$ cat src/rtl/note_seq_ctrl_if.sv
// Pattern write bus into the note sequencer.
// One entry is written per cycle while wr_en is high.
// There is no back-pressure: the sequencer accepts every write in any state.
// The entry layout is {oct, note}; note 12..15 encodes a rest.
interface note_seq_ctrl_if;
    logic       wr_en;
    logic [2:0] wr_addr;
    logic [3:0] wr_note;
    logic [1:0] wr_oct;

    // The board-side loader drives the bus.
    modport master (
        output wr_en,
        output wr_addr,
        output wr_note,
        output wr_oct
    );

    // The sequencer only observes the bus.
    modport slave (
        input wr_en,
        input wr_addr,
        input wr_note,
        input wr_oct
    );
endinterface

$ cat src/rtl/note_seq_ctrl.sv
// Step sequencer feeding the audio clock divider.
// It steps through an 8-entry note pattern, advancing one step every TEMPO_DIV cycles.
// During the last GAP_CYCLES cycles of each step it mutes the output.
// Outputs change only when a step is loaded. A pattern write to the step that is
// playing is therefore heard the next time that step comes round.
module note_seq_ctrl #(
    parameter int TEMPO_DIV  = 12500000,
    parameter int GAP_CYCLES = 1250000
) (
    input  logic                 clk,
    input  logic                 rst,
    input  logic                 play,
    note_seq_ctrl_if.slave       wr,
    input  logic [3:0]           len,
    output logic [10:0]          sw_out,
    output logic [1:0]           octave_out,
    output logic                 mute,
    output logic [2:0]           step_idx,
    output logic                 step_pulse,
    output logic                 busy,
    output logic [1:0]           state_dbg
);

    localparam int CNT_W = (TEMPO_DIV > 1) ? $clog2(TEMPO_DIV) : 1;
    localparam logic [CNT_W-1:0] CNT_LAST = CNT_W'(TEMPO_DIV - 1);
    localparam logic [CNT_W-1:0] CNT_GAP  = CNT_W'(TEMPO_DIV - GAP_CYCLES - 1);
    localparam bit HAS_GAP = (GAP_CYCLES > 0);

    typedef enum logic [1:0] {
        IDLE = 2'd0,
        NOTE = 2'd1,
        GAP  = 2'd2
    } state_t;

    state_t           state;
    logic [CNT_W-1:0] cnt;

    // Each pattern entry is {oct[1:0], note[3:0]}.
    logic [5:0] pat [8];

    logic [3:0]  eff_len;
    logic [2:0]  nxt_idx;
    logic [2:0]  ld_idx;
    logic [3:0]  ld_note;
    logic [1:0]  ld_oct;
    logic        ld_rest;
    logic [10:0] ld_sw;
    logic        at_boundary;
    logic        do_load;

    assign state_dbg = state;

    // Pattern RAM: written from the bus in any state. Reset fills it with rests.
    always_ff @(posedge clk or posedge rst) begin
        if (rst) begin
            for (int i = 0; i < 8; i++) begin
                pat[i] <= 6'b00_1111;
            end
        end else if (wr.wr_en) begin
            pat[wr.wr_addr] <= {wr.wr_oct, wr.wr_note};
        end
    end

    // Pick the next step and decode its pattern entry into divider controls.
    always_comb begin
        eff_len = ((len == 4'd0) || (len > 4'd8)) ? 4'd8 : len;
        // A step index at or beyond the new loop end wraps to 0.
        nxt_idx = ({1'b0, step_idx} >= (eff_len - 4'd1)) ? 3'd0 : (step_idx + 3'd1);
        ld_idx  = (state == IDLE) ? 3'd0 : nxt_idx;
        ld_note = pat[ld_idx][3:0];
        ld_oct  = pat[ld_idx][5:4];
        ld_rest = (ld_note >= 4'd12);
        // Note 0 is the root: no half-step is selected.
        // Note n in 1..11 selects bit (11-n).
        if (ld_note == 4'd0 || ld_rest) begin
            ld_sw = 11'd0;
        end else begin
            ld_sw = 11'h400 >> (ld_note - 4'd1);
        end
        at_boundary = (cnt == CNT_LAST);
        do_load     = play && ((state == IDLE) || at_boundary);
    end

    // Sequencer FSM. A stop beats a step boundary in the same cycle.
    // All outputs are registered here.
    always_ff @(posedge clk or posedge rst) begin
        if (rst) begin
            state      <= IDLE;
            cnt        <= '0;
            step_idx   <= 3'd0;
            sw_out     <= 11'd0;
            octave_out <= 2'd0;
            mute       <= 1'b1;
            step_pulse <= 1'b0;
            busy       <= 1'b0;
        end else begin
            step_pulse <= 1'b0;
            if ((state != IDLE) && !play) begin
                // Stop: the divider controls keep their last values under mute.
                state    <= IDLE;
                cnt      <= '0;
                step_idx <= 3'd0;
                mute     <= 1'b1;
                busy     <= 1'b0;
            end else if (do_load) begin
                // Start from IDLE or cross a step boundary.
                // A rest mutes the step and leaves the divider controls untouched.
                state      <= NOTE;
                cnt        <= '0;
                step_idx   <= ld_idx;
                step_pulse <= 1'b1;
                busy       <= 1'b1;
                mute       <= ld_rest;
                if (!ld_rest) begin
                    sw_out     <= ld_sw;
                    octave_out <= ld_oct;
                end
            end else if (state != IDLE) begin
                cnt <= cnt + 1'b1;
                if ((state == NOTE) && HAS_GAP && (cnt == CNT_GAP)) begin
                    state <= GAP;
                    mute  <= 1'b1;
                end
            end else begin
                mute <= 1'b1;
                busy <= 1'b0;
            end
        end
    end

endmodule

$ cat src/flat_wrapper.sv
// flat-port wrapper written by rule: the top's interface ports become plain ports
module note_seq_ctrl_flat 
#(
    parameter int TEMPO_DIV  = 12500000,
    parameter int GAP_CYCLES = 1250000
)
  (clk, rst, play, len, sw_out, octave_out, mute, step_idx, step_pulse, busy, state_dbg, wr_wr_en, wr_wr_addr, wr_wr_note, wr_wr_oct);
  note_seq_ctrl_if wr_i ();
  input  logic clk;
  input  logic rst;
  input  logic play;
  input  logic [3:0] len;
  output logic [10:0] sw_out;
  output logic [1:0] octave_out;
  output logic mute;
  output logic [2:0] step_idx;
  output logic step_pulse;
  output logic busy;
  output logic [1:0] state_dbg;
  input wire logic [$bits(wr_i.wr_en)-1:0] wr_wr_en;
  input wire logic [$bits(wr_i.wr_addr)-1:0] wr_wr_addr;
  input wire logic [$bits(wr_i.wr_note)-1:0] wr_wr_note;
  input wire logic [$bits(wr_i.wr_oct)-1:0] wr_wr_oct;
  assign wr_i.wr_en = wr_wr_en;
  assign wr_i.wr_addr = wr_wr_addr;
  assign wr_i.wr_note = wr_wr_note;
  assign wr_i.wr_oct = wr_wr_oct;
  note_seq_ctrl #(.TEMPO_DIV(TEMPO_DIV), .GAP_CYCLES(GAP_CYCLES)) u_core (.clk(clk), .rst(rst), .play(play), .wr(wr_i), .len(len), .sw_out(sw_out), .octave_out(octave_out), .mute(mute), .step_idx(step_idx), .step_pulse(step_pulse), .busy(busy), .state_dbg(state_dbg));
endmodule
$ cat config.mk
export PLATFORM = sky130hd
export DESIGN_NAME = note_seq_ctrl_flat
export DESIGN_NICKNAME = d
export VERILOG_FILES = /design/src/rtl/note_seq_ctrl_if.sv /design/src/rtl/note_seq_ctrl.sv /design/src/flat_wrapper.sv
export SDC_FILE = /design/constraint.sdc
export NUM_CORES = 1
export LEC_CHECK = 0
export BUFFER_PORTS_ARGS = -buffer_cell sky130_fd_sc_hd__buf_4
export CORE_ASPECT_RATIO = 0.75
export CORE_UTILIZATION = 64
export DETAILED_ROUTE_END_ITERATION = 10
export GPL_ROUTABILITY_DRIVEN = 0
export PLACE_DENSITY = 0.84
export SLEW_MARGIN = 20
export SYNTH_ARGS = -nofsm -noshare
export SYNTH_HDL_FRONTEND = slang
export SYNTH_SLANG_ARGS = --single-unit
$ cat constraint.sdc
create_clock -name clk -period 4.5 [get_ports clk]
set_clock_uncertainty 0.05 [all_clocks]
set_input_delay 0.45 -clock clk [delete_from_list [all_inputs] [get_ports clk]]
set_output_delay 0.45 -clock clk [all_outputs]
set_load 0.03 [all_outputs]
==> results.yml <==
placed_design:
  dp_cells: 508
  place.port_buffers: 37
  post-dp-hpwl_um: 7453
worst_setup_path:
  r2r_start: "u_core.step_idx[0]"
  cp-start-kind: "flop"
  crit_path_max_fanout: 13
  critical_path.endpoint_type: "flop"
  worst_reg2reg_endpoint: "u_core.octave_out[1]"
  critPathMaxStageDelay_ps: 540
  crit_end: "u_core.octave_out[1]"
  critical-path-slowest-cell: "dfrtp_1"
  ff2ff_path_depth: 9
  startpoint: "u_core.step_idx[0]"
  crit_path_cell_trace: "buf_4 -> inv_1 -> ha_1 -> nor3b_1 -> o21a_1 -> o211ai_1 -> a211oi_1 -> nand2b_4 -> mux2_1"
  critical_path.n_buffers_inverters: 2
  worst-path-stages: 9
  worstPathRequired_ps: 4700
  cpLargestDelayFamily: "compound AO/OA/AOI/OAI gates"
  timing.critical_path.arrival_ps: 3500
  path_class: "flop to flop"
  regToRegSetupSlack_ps: 1200
sta:
  slew-limit-headroom_pct: 30.74
  setup_violations: 0
  timing_hold_violations_final: 0
  fmax_mhz: 303.5
  grt_setup_unrepaired: "false"
  finalMaxSlewViolations: 0
  layout_min_cycle_time_ps: 3295
  setup_total_negative_slack_ps: 0
  max_slew.worst_pin.slew_ps: 1031
  finalCritPeriodShare_pct: 73.23
clocking:
  cts.htree.levels: 3
  clk_pin_slew_ps: 90
  clkLatencyLatePin_ps: 370
  numCtsBuffers: 9
  holdBufCountCts: 0
  post_cts_buffers: 0
  clk_path_buf_depth: 2
  tritoncts_num_sinks: 93
  cts.repair.resized: 0
  cts.root.buffer_cell: "clkbuf_8"
  tritoncts: "yes"
logic_synthesis:
  syn_area_mm2: 0.004614
  synth.ff_latch_count: 93
  seq_area_frac_synth_pct: 51.33
  syn_nets: 409
  yosys.cell_types.count: 59
  synthDominantCellAreaShare_pct: 32.54
  postSynth.topFlopCell: "dfrtp_1"
  post_synth_main_area_contributors: "dfrtp_1, dfstp_2, mux2_2, mux4_2, nor2_1"
  synth_warnings: 0
  synth_area_per_inst_um2: 11.95
  post_synth_edffs: 0
  synthDominantAreaCellType: "dfrtp_1"
  number_of_standard_cells_after_synthesis: 386
  synth-async-reset-ratio_pct: 100.0
floorplanning:
  fp.dieArea_mm2: 0.007557
  die_h_um: 75.54
  die_width_um: 100.0
  ioPinCount: 38
  rows: 26
  floorplan.initialDensity_pct: 66.91
  design.core.area_mm2: 0.006897
grt:
  grt_util_all_layers_pct: 29.42
  grt_remaining_overflow: 0
  first_global_vias: 3109
  grt_start_max_net_pins: 56
  grt_antenna_before_repair: 0
  wire_length_of_the_first_global_routing_pass_um: 16390
power:
  power-per-cell-area_mw_per_mm2: 418.6
  peakVddDrop_uv: 335.6
  static-leakage-power_nw: 2.122
cells_and_area:
  antennaDiodeCount: 0
  post_route_cells_drive_above_1_share_pct: 37.32
  flow.area_growth_from_synthesis_pct: 11.71
  layout.cells.non_filler: 524
  num-nets-final: 444
drt:
  totalWireLength_um: 10290
  viasPerCell: 6.355
  detail-route-antenna-nets: 0
  dr_total_vias: 3330
  wl_per_cell_um: 19.64
  drtPass1Iterations: 5
  drtIter0Drc: 215
  remaining_drc_errors: 0
worst_hold_path:
  min_path_type: "primary input to asynchronous set/reset pin"
job:
  drv.max_cap_violation_count: 0
status:
  run_status: "completed"
-- synthesized netlist by cell type, types with 5 or more instances --
library cell,n
o21ai_0,9
nor2_1,32
a32o_1,8
a31oi_1,6
buf_2,6
dfstp_2,33
nand2_1,19
inv_1,10
xnor2_1,10
nor3_1,10
nand3_1,7
dfrtp_1,60
xor2_1,10
mux4_2,7
mux2_2,49
ha_1,6
nand4_1,8
nor2b_1,5
clkbuf_1,8
mux2i_1,6
-- report_power, final --
group | switching [mW] | leakage, nW | internal, mW
combinational | 0.282 | 0.887 | 0.247
sequential | 0.0938 | 1.14 | 1.01
clock | 0.312 | 0.0957 | 0.209
total | 0.688 | 2.12 | 1.47
-- area by class of cell --
cell class	instances	area (um^2)
well taps	98	122.6
multi-input cells	265	2137
clock buffers	9	123.9
inverters	11	42.54
flip-flops and latches	93	2369
clock inverters	7	52.55
fillers	475	1742
repair buffers	41	307.8
-- flip-flops by register name (all words and copies together), names as in the netlist --
signal and cells:
u_core.cnt 24, u_core.mute 1, u_core.state_dbg 2, u_core.pat 48
u_core.step_pulse 1, u_core.busy 1, u_core.octave_out 2, u_core.step_idx 3
u_core.sw_out 11
-- metrics by stage --
step           power [mW]  worst slack [ps]  util, %  instance area, um^2  hold slack (ps)
3_5_place_dp        1.645              1233    71.97                 4964            444.0
4_1_cts             2.165              1230    74.53                 5140            217.6
2_1_floorplan       1.467              1634        -                 4614            395.0
6_report            2.158              1205    74.75                 5155            195.2
5_1_grt             2.254             913.1    74.75                 5155            278.9
3_3_place_gp        1.617              1407    71.90                 4959            436.5
-- layout by cell type (no fill, tap or decap), types with 9 or more instances in the layout --
cell type  Yosys  routed
buf_4          0      41
nand2_1       19      19
xnor2_1       10      10
dfrtp_1       60      60
o21ai_0        9       9
inv_1         10       9
mux2_2        49      49
clkbuf_8       0       9
nor2_1        32      32
xor2_1        10      10
dfstp_2       33      33
-- routing by layer --
layer	routed length (um)	GRT usage, %	vias up	part of all wire, %
met5	0	0	-	0
met4	80	7.246	0	0.78
met3	907	8.073	12	8.8
met2	4465	41.69	141	43
met1	4837	45.27	1692	47
li1	-	-	1485	-
-- cells by family (layout without fill, tap and decap cells) --
logic type               count (synthesis)  in the layout  share of synthesized area [%]
AO/OA/AOI/OAI                           55             55                          8.812
AND/OR/NAND/NOR                        119            119                          14.18
adder cells (fa/ha/maj)                  6              6                          1.627
flip-flops                              93             93                          51.33
multiplexers                            65             65                          17.46
buffers and inverters                   28             68                          2.793
XOR/XNOR                                20             20                          3.796
-- how the worst min path moves through the flow --
stage	startpoint	endpoint	slack (ps)	depth (start not counted)
floorplan	u_core.cnt[23]	u_core.cnt[23]	390	1
global placement	u_core.pat[11]	u_core.pat[11]	440	1
detailed placement	u_core.sw_out[5]	u_core.sw_out[5]	440	1
CTS	rst	u_core.busy	220	2
global route	rst	u_core.busy	280	2
finish	rst	u_core.busy	200	2
Note: power is estimated with default switching activity, not from simulation.
